--- config.mk ---
export PLATFORM = sky130hd
export DESIGN_NAME = multicycle_controller
export DESIGN_NICKNAME = d
export VERILOG_FILES = /design/src/rtl/multicycle_controller.sv
export SDC_FILE = /design/constraint.sdc
export NUM_CORES = 1
export LEC_CHECK = 0
export ABC_AREA = 1
export BUFFER_PORTS_ARGS = -buffer_cell sky130_fd_sc_hd__buf_2
export CORE_UTILIZATION = 35
export DETAILED_ROUTE_END_ITERATION = 10
export PLACE_DENSITY = 0.78
export SLEW_MARGIN = 20
export SYNTH_ARGS = -nofsm -noshare
export SYNTH_HDL_FRONTEND = slang
export SYNTH_SLANG_ARGS = --single-unit
--- constraint.sdc ---
create_clock -name clk -period 1.7 [get_ports clk]
set_input_delay 0.085 -clock clk [delete_from_list [all_inputs] [get_ports clk]]
set_output_delay 0.085 -clock clk [all_outputs]
set_load 0.005 [all_outputs]
--- src/rtl/multicycle_controller.sv ---
// -----------------------------------------------------------------------------
// multicycle_controller
//
// Main control FSM for a multicycle MIPS-style datapath. Steps each instruction
// through FETCH / DECODE and an opcode-specific execution path, driving the
// datapath write enables and mux selects from the current state.
//
// Ports:
//   clk        in   1  rising-edge clock
//   reset      in   1  asynchronous, active-high reset (forces FETCH at once)
//   opcode     in   6  instr[31:26] from the instruction register
//   zero       in   1  ALU zero flag (qualifies pcen in BEQ)
//   mem_ready  in   1  memory access completes this cycle
//   iord       out  1  memory address source: 0 = PC, 1 = ALUOut
//   irwrite    out  1  instruction register write enable
//   memwrite   out  1  memory write enable
//   regwrite   out  1  register file write enable
//   regdst     out  1  register file write-address select
//   memtoreg   out  1  register file write-data select
//   alusrca    out  1  ALU A select: 0 = PC, 1 = reg A
//   alusrcb    out  2  ALU B select: 00 reg B, 01 const 4, 10 SignImm, 11 SignImm<<2
//   aluop      out  2  00 add, 01 sub, 10 use funct
//   pcsrc      out  2  00 ALUResult, 01 ALUOut, 10 jump target
//   pcen       out  1  PC load enable
//   illegal    out  1  one-cycle pulse in DECODE for an unrecognised opcode
//   state      out  4  current state, for debug
//
// Configuration macro:
//   MULTICYCLE_MEM_STALL_EN  defined   -> FETCH, MEMRD and MEMWR wait on mem_ready
//                            undefined -> mem_ready is ignored (treated as 1)
// -----------------------------------------------------------------------------
module multicycle_controller (
    input  logic       clk,
    input  logic       reset,
    input  logic [5:0] opcode,
    input  logic       zero,
    input  logic       mem_ready,
    output logic       iord,
    output logic       irwrite,
    output logic       memwrite,
    output logic       regwrite,
    output logic       regdst,
    output logic       memtoreg,
    output logic       alusrca,
    output logic [1:0] alusrcb,
    output logic [1:0] aluop,
    output logic [1:0] pcsrc,
    output logic       pcen,
    output logic       illegal,
    output logic [3:0] state
);

    localparam logic [3:0] S_FETCH  = 4'd0;
    localparam logic [3:0] S_DECODE = 4'd1;
    localparam logic [3:0] S_MEMADR = 4'd2;
    localparam logic [3:0] S_MEMRD  = 4'd3;
    localparam logic [3:0] S_MEMWB  = 4'd4;
    localparam logic [3:0] S_MEMWR  = 4'd5;
    localparam logic [3:0] S_EXEC   = 4'd6;
    localparam logic [3:0] S_ALUWB  = 4'd7;
    localparam logic [3:0] S_BEQ    = 4'd8;
    localparam logic [3:0] S_ADDIEX = 4'd9;
    localparam logic [3:0] S_ADDIWB = 4'd10;
    localparam logic [3:0] S_JUMP   = 4'd11;

    localparam logic [5:0] OP_LW    = 6'b100011;
    localparam logic [5:0] OP_SW    = 6'b101011;
    localparam logic [5:0] OP_RTYPE = 6'b000000;
    localparam logic [5:0] OP_BEQ   = 6'b000100;
    localparam logic [5:0] OP_ADDI  = 6'b001000;
    localparam logic [5:0] OP_J     = 6'b000010;

    logic [3:0] state_r;
    logic [3:0] next_state_s;
    logic       ready_s;
    logic       irwrite_s;
    logic       memwrite_s;
    logic       regwrite_s;
    logic       pcen_s;
    logic       illegal_s;

`ifdef MULTICYCLE_MEM_STALL_EN
    assign ready_s = mem_ready;
`else
    // Memory is assumed single-cycle; the port is kept for pin compatibility.
    logic unused_mem_ready_s;
    assign unused_mem_ready_s = mem_ready;
    assign ready_s = 1'b1;
`endif

    // Decode target for the DECODE state; unknown opcodes fall back to FETCH.
    function automatic logic [3:0] decode_target(input logic [5:0] op);
        logic [3:0] tgt;
        case (op)
            OP_LW, OP_SW: tgt = S_MEMADR;
            OP_RTYPE:     tgt = S_EXEC;
            OP_BEQ:       tgt = S_BEQ;
            OP_ADDI:      tgt = S_ADDIEX;
            OP_J:         tgt = S_JUMP;
            default:      tgt = S_FETCH;
        endcase
        return tgt;
    endfunction

    // True when the opcode belongs to the supported instruction set.
    function automatic logic op_is_legal(input logic [5:0] op);
        logic ok;
        case (op)
            OP_LW, OP_SW, OP_RTYPE, OP_BEQ, OP_ADDI, OP_J: ok = 1'b1;
            default:                                       ok = 1'b0;
        endcase
        return ok;
    endfunction

    // State register: asynchronous reset returns to FETCH mid-instruction.
    always_ff @(posedge clk or posedge reset) begin
        if (reset) begin
            state_r <= S_FETCH;
        end else begin
            state_r <= next_state_s;
        end
    end

    // Next-state logic.
    always_comb begin
        next_state_s = S_FETCH;
        case (state_r)
            S_FETCH:  next_state_s = ready_s ? S_DECODE : S_FETCH;
            S_DECODE: next_state_s = decode_target(opcode);
            S_MEMADR: next_state_s = (opcode == OP_LW) ? S_MEMRD : S_MEMWR;
            S_MEMRD:  next_state_s = ready_s ? S_MEMWB : S_MEMRD;
            S_MEMWB:  next_state_s = S_FETCH;
            S_MEMWR:  next_state_s = ready_s ? S_FETCH : S_MEMWR;
            S_EXEC:   next_state_s = S_ALUWB;
            S_ALUWB:  next_state_s = S_FETCH;
            S_BEQ:    next_state_s = S_FETCH;
            S_ADDIEX: next_state_s = S_ADDIWB;
            S_ADDIWB: next_state_s = S_FETCH;
            S_JUMP:   next_state_s = S_FETCH;
            default:  next_state_s = S_FETCH;
        endcase
    end

    // Output decode: Moore on state, with pcen/irwrite qualified by ready/zero.
    always_comb begin
        iord       = 1'b0;
        irwrite_s  = 1'b0;
        memwrite_s = 1'b0;
        regwrite_s = 1'b0;
        regdst     = 1'b0;
        memtoreg   = 1'b0;
        alusrca    = 1'b0;
        alusrcb    = 2'b00;
        aluop      = 2'b00;
        pcsrc      = 2'b00;
        pcen_s     = 1'b0;
        illegal_s  = 1'b0;
        case (state_r)
            S_FETCH: begin
                alusrcb   = 2'b01;
                irwrite_s = ready_s;
                pcen_s    = ready_s;
            end
            S_DECODE: begin
                // Precompute the branch target into ALUOut.
                alusrcb   = 2'b11;
                illegal_s = ~op_is_legal(opcode);
            end
            S_MEMADR: begin
                alusrca = 1'b1;
                alusrcb = 2'b10;
            end
            S_MEMRD: begin
                iord = 1'b1;
            end
            S_MEMWB: begin
                memtoreg   = 1'b1;
                regwrite_s = 1'b1;
            end
            S_MEMWR: begin
                // Held for the whole stall so the memory sees a stable request.
                iord       = 1'b1;
                memwrite_s = 1'b1;
            end
            S_EXEC: begin
                alusrca = 1'b1;
                aluop   = 2'b10;
            end
            S_ALUWB: begin
                regdst     = 1'b1;
                regwrite_s = 1'b1;
            end
            S_BEQ: begin
                alusrca = 1'b1;
                aluop   = 2'b01;
                pcsrc   = 2'b01;
                pcen_s  = zero;
            end
            S_ADDIEX: begin
                alusrca = 1'b1;
                alusrcb = 2'b10;
            end
            S_ADDIWB: begin
                regwrite_s = 1'b1;
            end
            S_JUMP: begin
                pcsrc  = 2'b10;
                pcen_s = 1'b1;
            end
            default: begin
                iord = 1'b0;
            end
        endcase
    end

    // While reset is held, state is FETCH but no enable may fire even if
    // mem_ready is high.
    assign irwrite  = irwrite_s  & ~reset;
    assign memwrite = memwrite_s & ~reset;
    assign regwrite = regwrite_s & ~reset;
    assign pcen     = pcen_s     & ~reset;
    assign illegal  = illegal_s  & ~reset;
    assign state    = state_r;

endmodule
==> flow_summary_export.csv <==
group,metric,value,unit
synthesis,synthCells,92,
route,drt_first_pass_iters,4,
timing,fin_skew,0.00598,ns
worst_setup_path,reg2reg_depth,7,
timing,worst_slew_pin_slew,0.266,ns
route,vias,647,
floorplan,start_util,0.376,
clocking,clk_latency,0.23,ns
clocking,cts_buffers,3,
worst_setup_path,crit_type,"reg2out",
cells_and_area,multiInputGateArea,300,µm²
place,gp_congestion,0.735,
timing,setup_violations,0,
synthesis,synth_fp_nets,102,
clocking,clk_pin_slew,0.04,ns
pwr,total_leakage_power,0.000464,µW
route,via_per_inst,4.72,
worst_setup_path,worst-endpoint-required,1.62,ns
floorplan,io_pins,29,
timing,hold_violations,0,
floorplan,row_count,13,
worst_setup_path,worstSetupStartpointType,"flip-flop",
worst_setup_path,crit_chain,"nor2_2 -> inv_1 -> nor2_4 -> nand2_1 -> nor2_1 -> buf_2",
synthesis,yosys_warnings,0,
grt,grt_pass1_vias,531,
worst_setup_path,critPathBufInv,2,
grt,grt_usage,0.178,
place,dp_hpwl,983,µm
floorplan,dieArea,1530,µm²
timing,period_share,0.876,
clocking,cts_tree,"yes",
pwr,ir_drop,0.000273,V
clocking,cts_setup_buffers,0,
floorplan,dieWidth,39.1,µm
worst_setup_path,cp.arrival,1.40,ns
worst_hold_path,min_path_cells,4,
grt,grt_max_degree,8,
grt,grt_pass1_wl,1.90,mm
grt,gr-total-overflow,0,
clocking,root_buffer,"clkbuf_4",
route,drt_iter0_drc,13,
clocking,clockBufferDepth,2,
timing,timing.hold.ws,0.260,ns
grt,gr-usage-met1,0.175,
run_status,status,"complete, no violations",
synthesis,synth_seq_cells,4,
clocking,tritoncts_num_sinks,4,
worst_setup_path,path_depth,6,
grt,antenna_found_initial,0,
worst_setup_path,cp-end-kind,"primary output",
cells_and_area,n_antenna_cell,0,
route,drt_wl_total,1.22,mm
worst_setup_path,slowest_delay,0.42,ns
timing,fmax,0.672,GHz
grt,grt_use_met3,0.0173,
worst_setup_path,worstPathMaxFanout,5,
cells_and_area,fill_cells,149,
synthesis,synth_cell_type_count,13,
timing,layout_min_cycle_time,1.49,ns
floorplan,core_area,1280,µm²
route,remaining_drc_errors,0,
cells_and_area,area_growth,37.0,%
route,postRouteAntennaNets,0,
timing,tns,0,ns
grt,grt_busiest_layer,"met2",
cells_and_area,seq_area,100,µm²
clocking,h-tree-depth,1,
timing,rsz0062_at_grt,"no",
cells_and_area,drive_above_1_share,0.295,
cells_and_area,largest_register_ffs,4,
grt,met2_usage,0.363,
place,port_buffers,27,
synthesis,yosysSeqAreaShare,0.207,
pwr,p_per_area,919,nW/µm²
synthesis,syn_area_per_cell,5.25,µm²
synthesis,synth_area,483,µm²
worst_hold_path,hold_path.class,"in2reg",
route,routed_wire_length_per_instance,8.87,µm
timing,relSlewSlack,0.823,
floorplan,die_y,39.1,µm
worst_setup_path,critical_path.top_delay_family,"simple AND/OR/NAND/NOR gates",
run,maxCapViolCount,0,
worst_setup_path,slowest_stage,"dfrtp_1",
timing,report.final.slew_viol_count,0,
cells_and_area,layout.nets,134,
==> cell families after synthesis <==
| family | Yosys count | share of synthesized area |
|---|---|---|
| AO/OA/AOI/OAI | 5 | 0.0544 |
| flip-flops | 4 | 0.207 |
| buffers and inverters | 21 | 0.171 |
| AND/OR/NAND/NOR | 62 | 0.567 |
==> power by group <==
part           leakage [µW]  switching, µW  internal [µW]
Combinational      0.000397            192            138
Sequential        0.0000532           43.8            118
Clock             0.0000138           37.8           78.9
==> cell type report <==
class                           instances  area share
Timing Repair Buffer                   28       0.219
Clock buffer                            3      0.0340
Tap cell                               15      0.0284
Multi-Input combinational cell         67       0.454
Sequential cell                         4       0.151
Inverter                               20       0.113
==> Yosys cell counts <==
| master | instances | area, µm² |
|---|---|---|
| nand2_2 | 1 | 6.26 |
| inv_1 | 20 | 75.1 |
| a31oi_1 | 1 | 6.26 |
| nor2_2 | 3 | 18.8 |
| nor2_1 | 15 | 56.3 |
| nand3_1 | 10 | 50.1 |
| dfrtp_1 | 4 | 100 |
| buf_4 | 1 | 7.51 |
| nor2_4 | 2 | 22.5 |
| o21ai_0 | 4 | 20.0 |
| nand4_1 | 1 | 6.26 |
| nand2_1 | 29 | 109 |
| nor3_1 | 1 | 5.00 |
==> worst register-to-register path: stages (launching register included) <==
cell and delay (ns):
dfrtp_1 0.45, inv_1 0.13, nand2_2 0.12, inv_1 0.06, nand2_1 0.09, nand2_1 0.06
nor2_1 0.11, nand2_1 0.07
==> layer usage <==
metal / up-vias / share of wire
met5: - / 0
met4: 0 / 0.025
met3: 8 / 0.066
met2: 35 / 0.47
met1: 267 / 0.44
li1: 337 / -
==> cells in the final DEF, fill, tap and decap left out, drive strengths merged <==
cell / count
nor2: 20
inv: 20
nand3: 10
a31oi: 1
nand2: 30
o21ai: 4
buf: 27
clkbuf: 3
dlygate4sd3: 1
dfrtp: 4
nand4: 1
nor3: 1
==> through the flow <==
stage          total power (µW)  setup WS (ns)  std cells  area (µm²)   util
4_1_cts                     609          0.207        137         662  0.515
3_5_place_dp                490          0.457        133         629  0.490
3_3_place_gp                486          0.476        133         629  0.490
5_1_grt                     666         0.0735        137         662  0.515
6_report                    608          0.211        137         662  0.515
2_1_floorplan               360          0.572         92         483      -
==> timing repair <==
action / in CTS / in global routing
endpoints found under the setup margin: 0 / 0
resized for setup: 0 / 0
hold buffers: 1 / 0
endpoints found under the hold margin: 4 / 0
==> final timing paths <==
kind	start	slack, ns	endpoint
hold reg to reg	state[3]	0.69	state[0]
min in group asynchronous	reset	0.33	state[0]
setup reg to reg	state[1]	0.49	state[1]
hold / removal	opcode[2]	0.26	state[2]
setup / recovery	state[2]	0.21	illegal
max in group asynchronous	reset	1.18	state[1]
Note: power is estimated with default switching activity, not from simulation.
